### src/rtl/conv_seq_fsm_pkg.sv
// Shared types and constants for the convolution sequencer: state encoding,
// default geometry and the registered flag patterns driven in each state.
package conv_seq_fsm_pkg;

    localparam int NB_ADDRESS_DEF = 10;
    localparam int LATENCY_DEF    = 3;
    localparam int NB_BLK_DEF     = 8;

    typedef enum logic [2:0] {
        IDLE,
        RUN,
        DRAIN,
        CHBLK,
        DONE
    } state_t;

    typedef struct packed {
        logic sop;
        logic eop;
        logic chblk;
        logic valid;
        logic ki;
    } flags_t;

    localparam flags_t IDLE_FLAGS  = '{sop: 1'b0, eop: 1'b1, chblk: 1'b0, valid: 1'b0, ki: 1'b1};
    localparam flags_t RUN_FLAGS   = '{sop: 1'b1, eop: 1'b0, chblk: 1'b0, valid: 1'b1, ki: 1'b0};
    localparam flags_t DRAIN_FLAGS = '{sop: 1'b1, eop: 1'b0, chblk: 1'b0, valid: 1'b0, ki: 1'b0};
    localparam flags_t CHBLK_FLAGS = '{sop: 1'b1, eop: 1'b0, chblk: 1'b1, valid: 1'b0, ki: 1'b0};
    localparam flags_t DONE_FLAGS  = '{sop: 1'b0, eop: 1'b1, chblk: 1'b0, valid: 1'b0, ki: 1'b1};

endpackage

### src/rtl/conv_seq_fsm_edge_det.sv
// Rising-edge detector for a GPIO level: pulses for the cycle in which the
// input is high and was low on the previous clock.
module edge_det (
    input  logic CLK100MHZ,
    input  logic i_reset,
    input  logic i_sig,
    output logic o_edge
);

    logic prev;

    // Held high in reset so a level already high at release is not an edge.
    always_ff @(posedge CLK100MHZ or negedge i_reset) begin
        if (!i_reset) prev <= 1'b1;
        else          prev <= i_sig;
    end

    assign o_edge = i_sig & ~prev;

endmodule

### src/rtl/conv_seq_fsm.sv
// Address/flag sequencer feeding the MCU and Conv pipeline, block by block.
// Define CONV_SEQ_READBACK_EN to keep DONE and step raddr on i_next_data edges.
module conv_seq_fsm
    import conv_seq_fsm_pkg::*;
#(
    parameter int NB_ADDRESS = NB_ADDRESS_DEF,
    parameter int LATENCY    = LATENCY_DEF,
    parameter int NB_BLK     = NB_BLK_DEF
) (
    input  logic                  CLK100MHZ,
    input  logic                  i_reset,
    input  logic                  i_start,
    input  logic                  i_next_data,
    input  logic [NB_ADDRESS-1:0] i_last_addr,
    input  logic [NB_BLK-1:0]     i_nblk,
    output logic [NB_ADDRESS-1:0] o_raddr,
    output logic [NB_ADDRESS-1:0] o_waddr,
    output logic                  o_sop,
    output logic                  o_eop,
    output logic                  o_chblk,
    output logic                  o_valid,
    output logic                  o_ki
);

    localparam int NB_LAT = (LATENCY > 1) ? $clog2(LATENCY) : 1;
    localparam logic [NB_ADDRESS-1:0] LAT_A      = NB_ADDRESS'(LATENCY);
    localparam logic [NB_ADDRESS-1:0] ONE_A      = NB_ADDRESS'(1);
    localparam logic [NB_BLK-1:0]     ONE_B      = NB_BLK'(1);
    localparam logic [NB_LAT-1:0]     ONE_L      = NB_LAT'(1);
    localparam logic [NB_LAT-1:0]     DRAIN_LAST = NB_LAT'(LATENCY - 1);

    state_t                state, state_nxt;
    flags_t                flags, flags_nxt;
    logic [NB_ADDRESS-1:0] raddr, raddr_nxt, waddr, waddr_nxt;
    logic [NB_ADDRESS-1:0] last_addr_lat;
    logic [NB_BLK-1:0]     nblk_lat, blk_cnt, blk_cnt_nxt, blk_last;
    logic [NB_LAT-1:0]     drain_cnt, drain_nxt;
    logic [1:0]            rst_pipe;
    logic                  run_en, load_cfg, start_edge, next_edge;

    edge_det u_start_edge (.CLK100MHZ(CLK100MHZ), .i_reset(i_reset), .i_sig(i_start),     .o_edge(start_edge));
    edge_det u_next_edge  (.CLK100MHZ(CLK100MHZ), .i_reset(i_reset), .i_sig(i_next_data), .o_edge(next_edge));

`ifndef CONV_SEQ_READBACK_EN
    logic unused_next_edge;
    assign unused_next_edge = next_edge;
`endif

    // Two-flop release: IDLE cannot be left until reset has been high two clocks.
    always_ff @(posedge CLK100MHZ or negedge i_reset) begin
        if (!i_reset) rst_pipe <= 2'b00;
        else          rst_pipe <= {rst_pipe[0], 1'b1};
    end
    assign run_en = rst_pipe[1];

    // A block count of zero is treated as a single block.
    assign blk_last = (nblk_lat == '0) ? '0 : nblk_lat - ONE_B;

    // NOTE: every output of this block gets a default first, so no path can infer a latch.
    always_comb begin
        state_nxt   = state;
        flags_nxt   = flags;
        raddr_nxt   = raddr;
        waddr_nxt   = waddr;
        blk_cnt_nxt = blk_cnt;
        drain_nxt   = drain_cnt;
        load_cfg    = 1'b0;
        unique case (state)
            IDLE: begin
                flags_nxt = IDLE_FLAGS;
                raddr_nxt = '0;
                waddr_nxt = '0;
                load_cfg  = start_edge & run_en;
            end
            RUN: begin
                raddr_nxt = raddr + ONE_A;
                waddr_nxt = (raddr >= LAT_A) ? waddr + ONE_A : '0;
                if (raddr == last_addr_lat) begin
                    state_nxt = DRAIN;
                    flags_nxt = DRAIN_FLAGS;
                    raddr_nxt = raddr;
                    drain_nxt = '0;
                end
            end
            DRAIN: begin
                waddr_nxt = waddr + ONE_A;
                drain_nxt = drain_cnt + ONE_L;
                if (drain_cnt == DRAIN_LAST) begin
                    state_nxt = (blk_cnt == blk_last) ? DONE : CHBLK;
                    flags_nxt = (blk_cnt == blk_last) ? DONE_FLAGS : CHBLK_FLAGS;
                    raddr_nxt = '0;
                    waddr_nxt = '0;
                end
            end
            CHBLK: begin
                state_nxt   = RUN;
                flags_nxt   = RUN_FLAGS;
                raddr_nxt   = '0;
                waddr_nxt   = '0;
                blk_cnt_nxt = blk_cnt + ONE_B;
            end
            DONE: begin
                load_cfg  = start_edge;
                waddr_nxt = '0;
`ifdef CONV_SEQ_READBACK_EN
                if (next_edge) raddr_nxt = raddr + ONE_A;
`else
                state_nxt = IDLE;
                flags_nxt = IDLE_FLAGS;
                raddr_nxt = '0;
`endif
            end
            default: begin
                state_nxt = IDLE;
                flags_nxt = IDLE_FLAGS;
                raddr_nxt = '0;
                waddr_nxt = '0;
            end
        endcase
        // A frame launch overrides everything else, including a readback step.
        if (load_cfg) begin
            state_nxt   = RUN;
            flags_nxt   = RUN_FLAGS;
            raddr_nxt   = '0;
            waddr_nxt   = '0;
            blk_cnt_nxt = '0;
        end
    end

    // NOTE: state registers use non-blocking assignments so all flops sample pre-edge values.
    always_ff @(posedge CLK100MHZ or negedge i_reset) begin
        if (!i_reset) begin
            state         <= IDLE;
            flags         <= IDLE_FLAGS;
            raddr         <= '0;
            waddr         <= '0;
            blk_cnt       <= '0;
            drain_cnt     <= '0;
            last_addr_lat <= '0;
            nblk_lat      <= '0;
        end else begin
            state     <= state_nxt;
            flags     <= flags_nxt;
            raddr     <= raddr_nxt;
            waddr     <= waddr_nxt;
            blk_cnt   <= blk_cnt_nxt;
            drain_cnt <= drain_nxt;
            if (load_cfg) begin
                last_addr_lat <= i_last_addr;
                nblk_lat      <= i_nblk;
            end
        end
    end

    assign o_raddr = raddr;
    assign o_waddr = waddr;
    assign o_sop   = flags.sop;
    assign o_eop   = flags.eop;
    assign o_chblk = flags.chblk;
    assign o_valid = flags.valid;
    assign o_ki    = flags.ki;

endmodule

### config.mk
export PLATFORM = sky130hd
export DESIGN_NAME = conv_seq_fsm
export DESIGN_NICKNAME = d
export VERILOG_FILES = /design/src/rtl/conv_seq_fsm_pkg.sv /design/src/rtl/conv_seq_fsm_edge_det.sv /design/src/rtl/conv_seq_fsm.sv
export SDC_FILE = /design/constraint.sdc
export NUM_CORES = 1
export LEC_CHECK = 0
export ABC_AREA = 1
export BUFFER_PORTS_ARGS = -buffer_cell sky130_fd_sc_hd__clkbuf_2
export CAP_MARGIN = 0
export CELL_PAD_IN_SITES_DETAIL_PLACEMENT = 1
export CELL_PAD_IN_SITES_GLOBAL_PLACEMENT = 2
export CORE_MARGIN = 1.5
export CORE_UTILIZATION = 35
export DETAILED_ROUTE_END_ITERATION = 8
export PLACE_DENSITY = 0.91
export SLEW_MARGIN = 30
export SYNTH_ARGS = -nofsm -noshare
export SYNTH_HDL_FRONTEND = slang
export SYNTH_SLANG_ARGS = --single-unit
### constraint.sdc
create_clock -name CLK100MHZ -period 3.2 [get_ports CLK100MHZ]
set_clock_uncertainty 0.1 [all_clocks]
set_input_delay 0.32 -clock CLK100MHZ [delete_from_list [all_inputs] [get_ports CLK100MHZ]]
set_output_delay 0.32 -clock CLK100MHZ [all_outputs]
set_load 0.03 [all_outputs]
; Word level (Yosys, flattened, before mapping)
; Cells that the tools add are included.
[word_totals]
reg_bits = 59
in_bits = 22
output_inout_bits = 25
word_cells = 67
[op_classes]
n_addsub = 5
n_lt_le_gt_ge = 1
n_eq_ne = 12
muxes = 24
n_bitwise = 3
reduce_logical = 8
[op_table]
columns = operator, count
row1 = 2-to-1 mux 10 bit, 6
row2 = one-hot mux 10 bit (2 select lines), 2
row3 = 2-to-1 mux 8 bit, 3
row4 = adder 10 x 1 -> 10 bit (second input constant), 2
row5 = 2-to-1 mux 5 bit, 4
row6 = one-hot mux 5 bit (3 select lines), 1
row7 = 2-to-1 mux 3 bit, 4
row8 = one-hot mux 3 bit (4 select lines), 1
row9 = == test 10 bit, 1
row10 = >= comparator 10 x 2 -> 1 bit (second input constant), 1
row11 = inequality test 3 bit (second input constant), 3
row12 = adder 8 x 1 -> 8 bit (second input constant), 1
row13 = == test 8 bit, 1
row14 = zero test 8 bit, 1
row15 = subtractor 8 x 1 -> 8 bit (second input constant), 1
row16 = == test 3 x 2 -> 1 bit (second input constant), 2
row17 = AND reduction 2 bit, 3
row18 = inequality test 2 bit (second input constant), 2
row19 = one-hot mux 2 bit (2 select lines), 1
row20 = nonzero test 2 bit, 2
row21 = == test 3 x 1 -> 1 bit (second input constant), 1
row22 = == test 3 bit (second input constant), 1
row23 = zero test 3 bit, 1
row24 = AND reduction 3 bit, 1
row25 = 6 further kinds, 7

; Longest topological paths before layout
[logic_depth]
word_depth = 7
depth_mapped = 16
ltp_nobuf = 16

; By module
; From an unflattened synthesis, not the netlist that was laid out.
[hier_totals]
cells_unflattened = 421
hier_area_um2 = 3246.9
[by_module_without_submodules]
columns = mod, n_inst, cells_each, area_each_um2, seq_area_each_um2
row1 = conv_seq_fsm, 1, 418, 3210.6, 1427.6
row2 = edge_det, 1, 3, 36.3, 26.3

; Worst setup path before layout
; No wires, ideal clock.
[synth_path]
kind = register to register
startpoint = register raddr[0] (netlist: o_raddr[0])
endpoint = register waddr[2] (netlist: o_waddr[2])
setup_ns = 0.155
t_arrival_ns = 1.591
required_ns = 2.945
setup_slack_ns = 1.354
path_stages_with_launch = 4
n_path_buf = 0
synth_period_minus_slack_ns = 1.846
path_cell_list = dfrtp_1 > ha_1 > o41ai_2 > nor3_1
[synth_between]
elab_chain_cells = 4
[synth_rtl]
columns = item, line_no
row1 = from (decl), conv_seq_fsm.sv:34  ; logic [NB_ADDRESS-1:0] raddr, raddr_nxt, waddr, waddr_nxt;
row2 = from (signal assigned), conv_seq_fsm.sv:144  ; raddr <= raddr_nxt;
row3 = >= comparator 10 x 2 -> 1 bit, conv_seq_fsm.sv:77  ; waddr_nxt = (raddr >= LAT_A) ? waddr + ONE_A : '0;
row4 = 2-to-1 mux 10 bit, conv_seq_fsm.sv:77
row5 = one-hot mux 10 bit (2 select lines), conv_seq_fsm.sv:68  ; unique case (state)
row6 = 2-to-1 mux 10 bit, conv_seq_fsm.sv:121  ; if (load_cfg) begin
row7 = named net waddr_nxt[2], conv_seq_fsm.sv:34
row8 = to (signal assigned), conv_seq_fsm.sv:145  ; waddr <= waddr_nxt;
row9 = to (decl), conv_seq_fsm.sv:34
; The timed path passes the listed nets, and every way through them passes these cells.
; A chain may end at the register's enable or synchronous reset.

; Worst setup path in the final report
[layout_path]
startpoint = register nblk_lat[0]
endpoint = register state[1]
[layout_between]
elab_chain_cells = 7
[layout_rtl]
columns = item, line_no
row1 = from (decl), conv_seq_fsm.sv:36  ; logic [NB_BLK-1:0] nblk_lat, blk_cnt, blk_cnt_nxt, blk_last;
row2 = from (signal assigned), conv_seq_fsm.sv:150  ; nblk_lat <= i_nblk;
row3 = subtractor 8 x 1 -> 8 bit / zero test 8 bit (equally long branches), conv_seq_fsm.sv:57  ; assign blk_last = (nblk_lat == '0) ? '0 : nblk_lat - ONE_B;
row4 = 2-to-1 mux 8 bit (*), conv_seq_fsm.sv:57
row5 = == test 8 bit (*), conv_seq_fsm.sv:89  ; state_nxt = (blk_cnt == blk_last) ? DONE : CHBLK;
row6 = 2-to-1 mux 3 bit (*), conv_seq_fsm.sv:89
row7 = 2-to-1 mux 3 bit (*), conv_seq_fsm.sv:88  ; if (drain_cnt == DRAIN_LAST) begin
row8 = one-hot mux 3 bit (4 select lines) (*), conv_seq_fsm.sv:68
row9 = 2-to-1 mux 3 bit (*), conv_seq_fsm.sv:121
row10 = to (signal assigned), conv_seq_fsm.sv:142  ; state <= state_nxt;
row11 = to (decl), conv_seq_fsm.sv:32  ; state_t state, state_nxt;
; Mark *: on every way between the ends. The rest lies on a longest branch, timed or not. The select of a mux whose other input is x is not followed.

==> run summary <==
====================================================================================
Status                                                                  finished, final reports clean
Critical Path Source Type                                                   register
Proportion of layout cells with a drive suffix above 1                        16.52%
Number of sinks driven by the clock tree                                          58
Crit path required time                                                      3330 ps
Sequential-to-total area share from yosys stat                                47.24%
Worst min-delay path category                                               in2async
Global Route Usage Sum                                                        17.79%
Type of the worst setup path                                                 reg2reg
Ys Warns                                                                           0
Chip Height                                                                 96.78 um
Final routed DRC violation total                                                   0
Net count after synthesis                                                        427
Maximum number of pins on one net before global-route repair                      59
Clock transition at the registers of the reported paths                        70 ps
Post-synthesis register bit count                                                 58
Ant. Diodes                                                                        0
Final non-filler cell area                                                 3603 um^2
Number of buffers inserted for hold repair after clock tree synthesis              1
Final ANT Viol Nets                                                                0
Worst path buffer plus inverter count                                              1
Cell Chain, Critical Path                                               inv_1 > ha_1 > nand2_1 > o21ai_0 > nand3_1 > nand2_1 > nand2_1 > nor2_1 > nand2_1 > nand2_1 > nand2_1 > nand2_1 > nand2_1
Clock buffers created by TritonCTS                                                 9
Layout Nets                                                                      482
Total chip power                                                            1.357 mW
Top-Level Pins                                                                    47
Growth of design area from synthesis to finish                                17.07%
Combined area of all synthesized cells                                     3078 um^2
Max-cap violation count                                                            0
Most Frequent Cell on Critical Path                                     sky130_fd_sc_hd__nand2_1
Accumulated negative setup slack                                                0 ps
Buffer type at the clock tree root                                      sky130_fd_sc_hd__clkbuf_8
Die Wd                                                                      96.78 um
Via-per-instance ratio                                                         4.905
Critical path capture point type                                            register
Vias                                                                            2786
Synthesized netlist cell count                                                   400
Clock Tree Buf Depth                                                               2
Total placed instance area                                                 3432 um^2
Hold Violations, Final                                                             0
Initial Utilization                                                           35.64%
Max Clock Freq                                                            0.4598 GHz
Number of global-route vias before repair                                       2908
H-tree depth                                                                       3
CP top delay family                                                     simple AND/OR/NAND/NOR gates
Most common cell after layout, fill and taps aside                      sky130_fd_sc_hd__nand2_1
Synth unique cells                                                                32
Max Slew Vio Count                                                                 0
Drt total wl                                                                7.744 mm
Core region area                                                           8636 um^2
TritonCTS clock tree                                                             yes
Average cell area after synthesis                                         7.695 um^2
Slowest cell delay on critical path                                           360 ps
Peak supply drop                                                           0.1962 mV
Final routed wire length divided by cell count                              13.63 um
DR pass1 iterations                                                                4
Lkg Pwr                                                                     1.888 nW
Pwr Density                                                             376.6 nW/um^2
Tcrit/Tclk final                                                              67.97%
Min cycle time layout                                                        2175 ps
Number of endpoints failing setup at the final stage                               0
Wire length of the first global-routing pass                                13.53 mm
Setup repair after global routing missed its margin                            false
Setup slack after placement                                                  1053 ps
DPL Wire Length                                                             5.743 mm
Area enclosed by the die boundary                                          9365 um^2
Worst setup margin                                                           1025 ps
Remaining global-route overflow                                                    0
Row count                                                                         34
Number of cells upsized or downsized after cts                                     0
Commonest cells after routing, fill and taps aside                      sky130_fd_sc_hd__nand2_1, sky130_fd_sc_hd__dfrtp_1, sky130_fd_sc_hd__inv_1, sky130_fd_sc_hd__nor2_1, sky130_fd_sc_hd__clkbuf_2
Number of DRC markers after the initial detailed-route iteration                 108
Number of antenna violations at the first check in global routing                  0
IO buf count                                                                      45
Clock network latency to the later pin of the worst-skew pair                 340 ps
Maximum fanout count along the critical path                                       7
Measured slew at the worst slew-check pin                                   755.7 ps
Crit path DAT                                                                2300 ps
Post-layout utilization of the core                                           41.73%
Number of setup buffers added after CTS                                            0
Global placer's final weighted congestion                                     0.8216
Slew headroom                                                                 49.62%
Cell type of the slowest stage on the worst timing path                 sky130_fd_sc_hd__dfrtp_1
====================================================================================
-- final timing paths --
check	start	endpoint	slack, ps	cells past startpoint
max in group asynchronous	i_reset	nblk_lat[4]	2470	2
max	nblk_lat[0]	state[1]	1020	13
max reg2reg	nblk_lat[0]	state[1]	1020	13
min	i_reset	blk_cnt[3]	40	2
min in group CLK100MHZ	i_last_addr[9]	last_addr_lat[9]	70	3
min reg2reg	rst_pipe[0]	rst_pipe[1]	260	0
-- kinds of logic after synthesis --
family / Yosys count / share of synthesized area, %
AND/OR/NAND/NOR: 211 / 29.43
buffers and inverters: 60 / 7.765
flip-flops: 58 / 47.24
AO/OA/AOI/OAI: 50 / 9.146
XOR/XNOR: 15 / 4.268
adder cells (fa/ha/maj): 5 / 2.033
other: 1 / 0.1218
-- final cells by class --
type	count	area [um^2]
clock buffer	15	156.4
clock inverter	1	5.005
fill	1111	5032
inverter	54	202.7
multi-input combinational	282	1385
sequential	58	1454
tap	108	135.1
timing repair buffer	50	265.3
-- routing by layer --
metal | GRT usage [%] | wire [um]
met5 | 0 | 0
met4 | 6.020 | 104
met3 | 3.468 | 198
met2 | 31.74 | 4018
met1 | 21.37 | 3422
-- where the power goes --
group	leakage (nW)	switching (mW)	internal, mW
sequential	0.680	0.000556	0.736
combinational	1.13	0.0180	0.0106
clock	0.0817	0.289	0.303
-- through the flow --
stage / std cells / hold slack, ps
2_1_floorplan: 400 / -75.59
3_3_place_gp: 551 / 233.6
3_5_place_dp: 551 / 248.4
4_1_cts: 568 / 66.44
5_1_grt: 568 / 83.05
6_report: 568 / 40.40
-- state kept, by name, summed over array words and instances, names as in the netlist, 2 cells and up --
signal and count:
blk_cnt 8, state 3, last_addr_lat 10, rst_pipe 2, o_waddr 10, o_raddr 10
drain_cnt 2, nblk_lat 8
-- cells in the mapped netlist --
master / count / area share, %
sky130_fd_sc_hd__nand3_1: 26 / 4.2
sky130_fd_sc_hd__nor4_1: 2 / 0.41
sky130_fd_sc_hd__a22oi_2: 1 / 0.41
sky130_fd_sc_hd__o21ai_1: 3 / 0.49
sky130_fd_sc_hd__inv_2: 2 / 0.24
sky130_fd_sc_hd__nor2_2: 5 / 1.0
sky130_fd_sc_hd__nand2_2: 1 / 0.20
sky130_fd_sc_hd__a21oi_1: 15 / 2.4
sky130_fd_sc_hd__dfstp_2: 2 / 1.7
sky130_fd_sc_hd__and3_1: 2 / 0.41
sky130_fd_sc_hd__xnor2_1: 2 / 0.57
sky130_fd_sc_hd__o21ai_0: 26 / 4.2
sky130_fd_sc_hd__ha_1: 5 / 2.0
sky130_fd_sc_hd__clkbuf_1: 2 / 0.24
sky130_fd_sc_hd__xor2_1: 13 / 3.7
sky130_fd_sc_hd__buf_4: 1 / 0.24
sky130_fd_sc_hd__a22oi_1: 1 / 0.24
sky130_fd_sc_hd__dfrtp_1: 56 / 46
sky130_fd_sc_hd__buf_6: 1 / 0.37
sky130_fd_sc_hd__inv_1: 52 / 6.3
sky130_fd_sc_hd__nor3_1: 9 / 1.5
sky130_fd_sc_hd__nor2_1: 45 / 5.5
sky130_fd_sc_hd__a21boi_0: 1 / 0.24
sky130_fd_sc_hd__o21ai_2: 2 / 0.57
sky130_fd_sc_hd__buf_2: 2 / 0.33
sky130_fd_sc_hd__nor3b_2: 1 / 0.41
sky130_fd_sc_hd__nand2_1: 108 / 13
sky130_fd_sc_hd__o41ai_2: 1 / 0.53
sky130_fd_sc_hd__nand4_1: 10 / 2.0
sky130_fd_sc_hd__nor2_4: 1 / 0.37
sky130_fd_sc_hd__conb_1: 1 / 0.12
sky130_fd_sc_hd__nor3b_1: 1 / 0.24
Power figures use the tool's default switching activity.
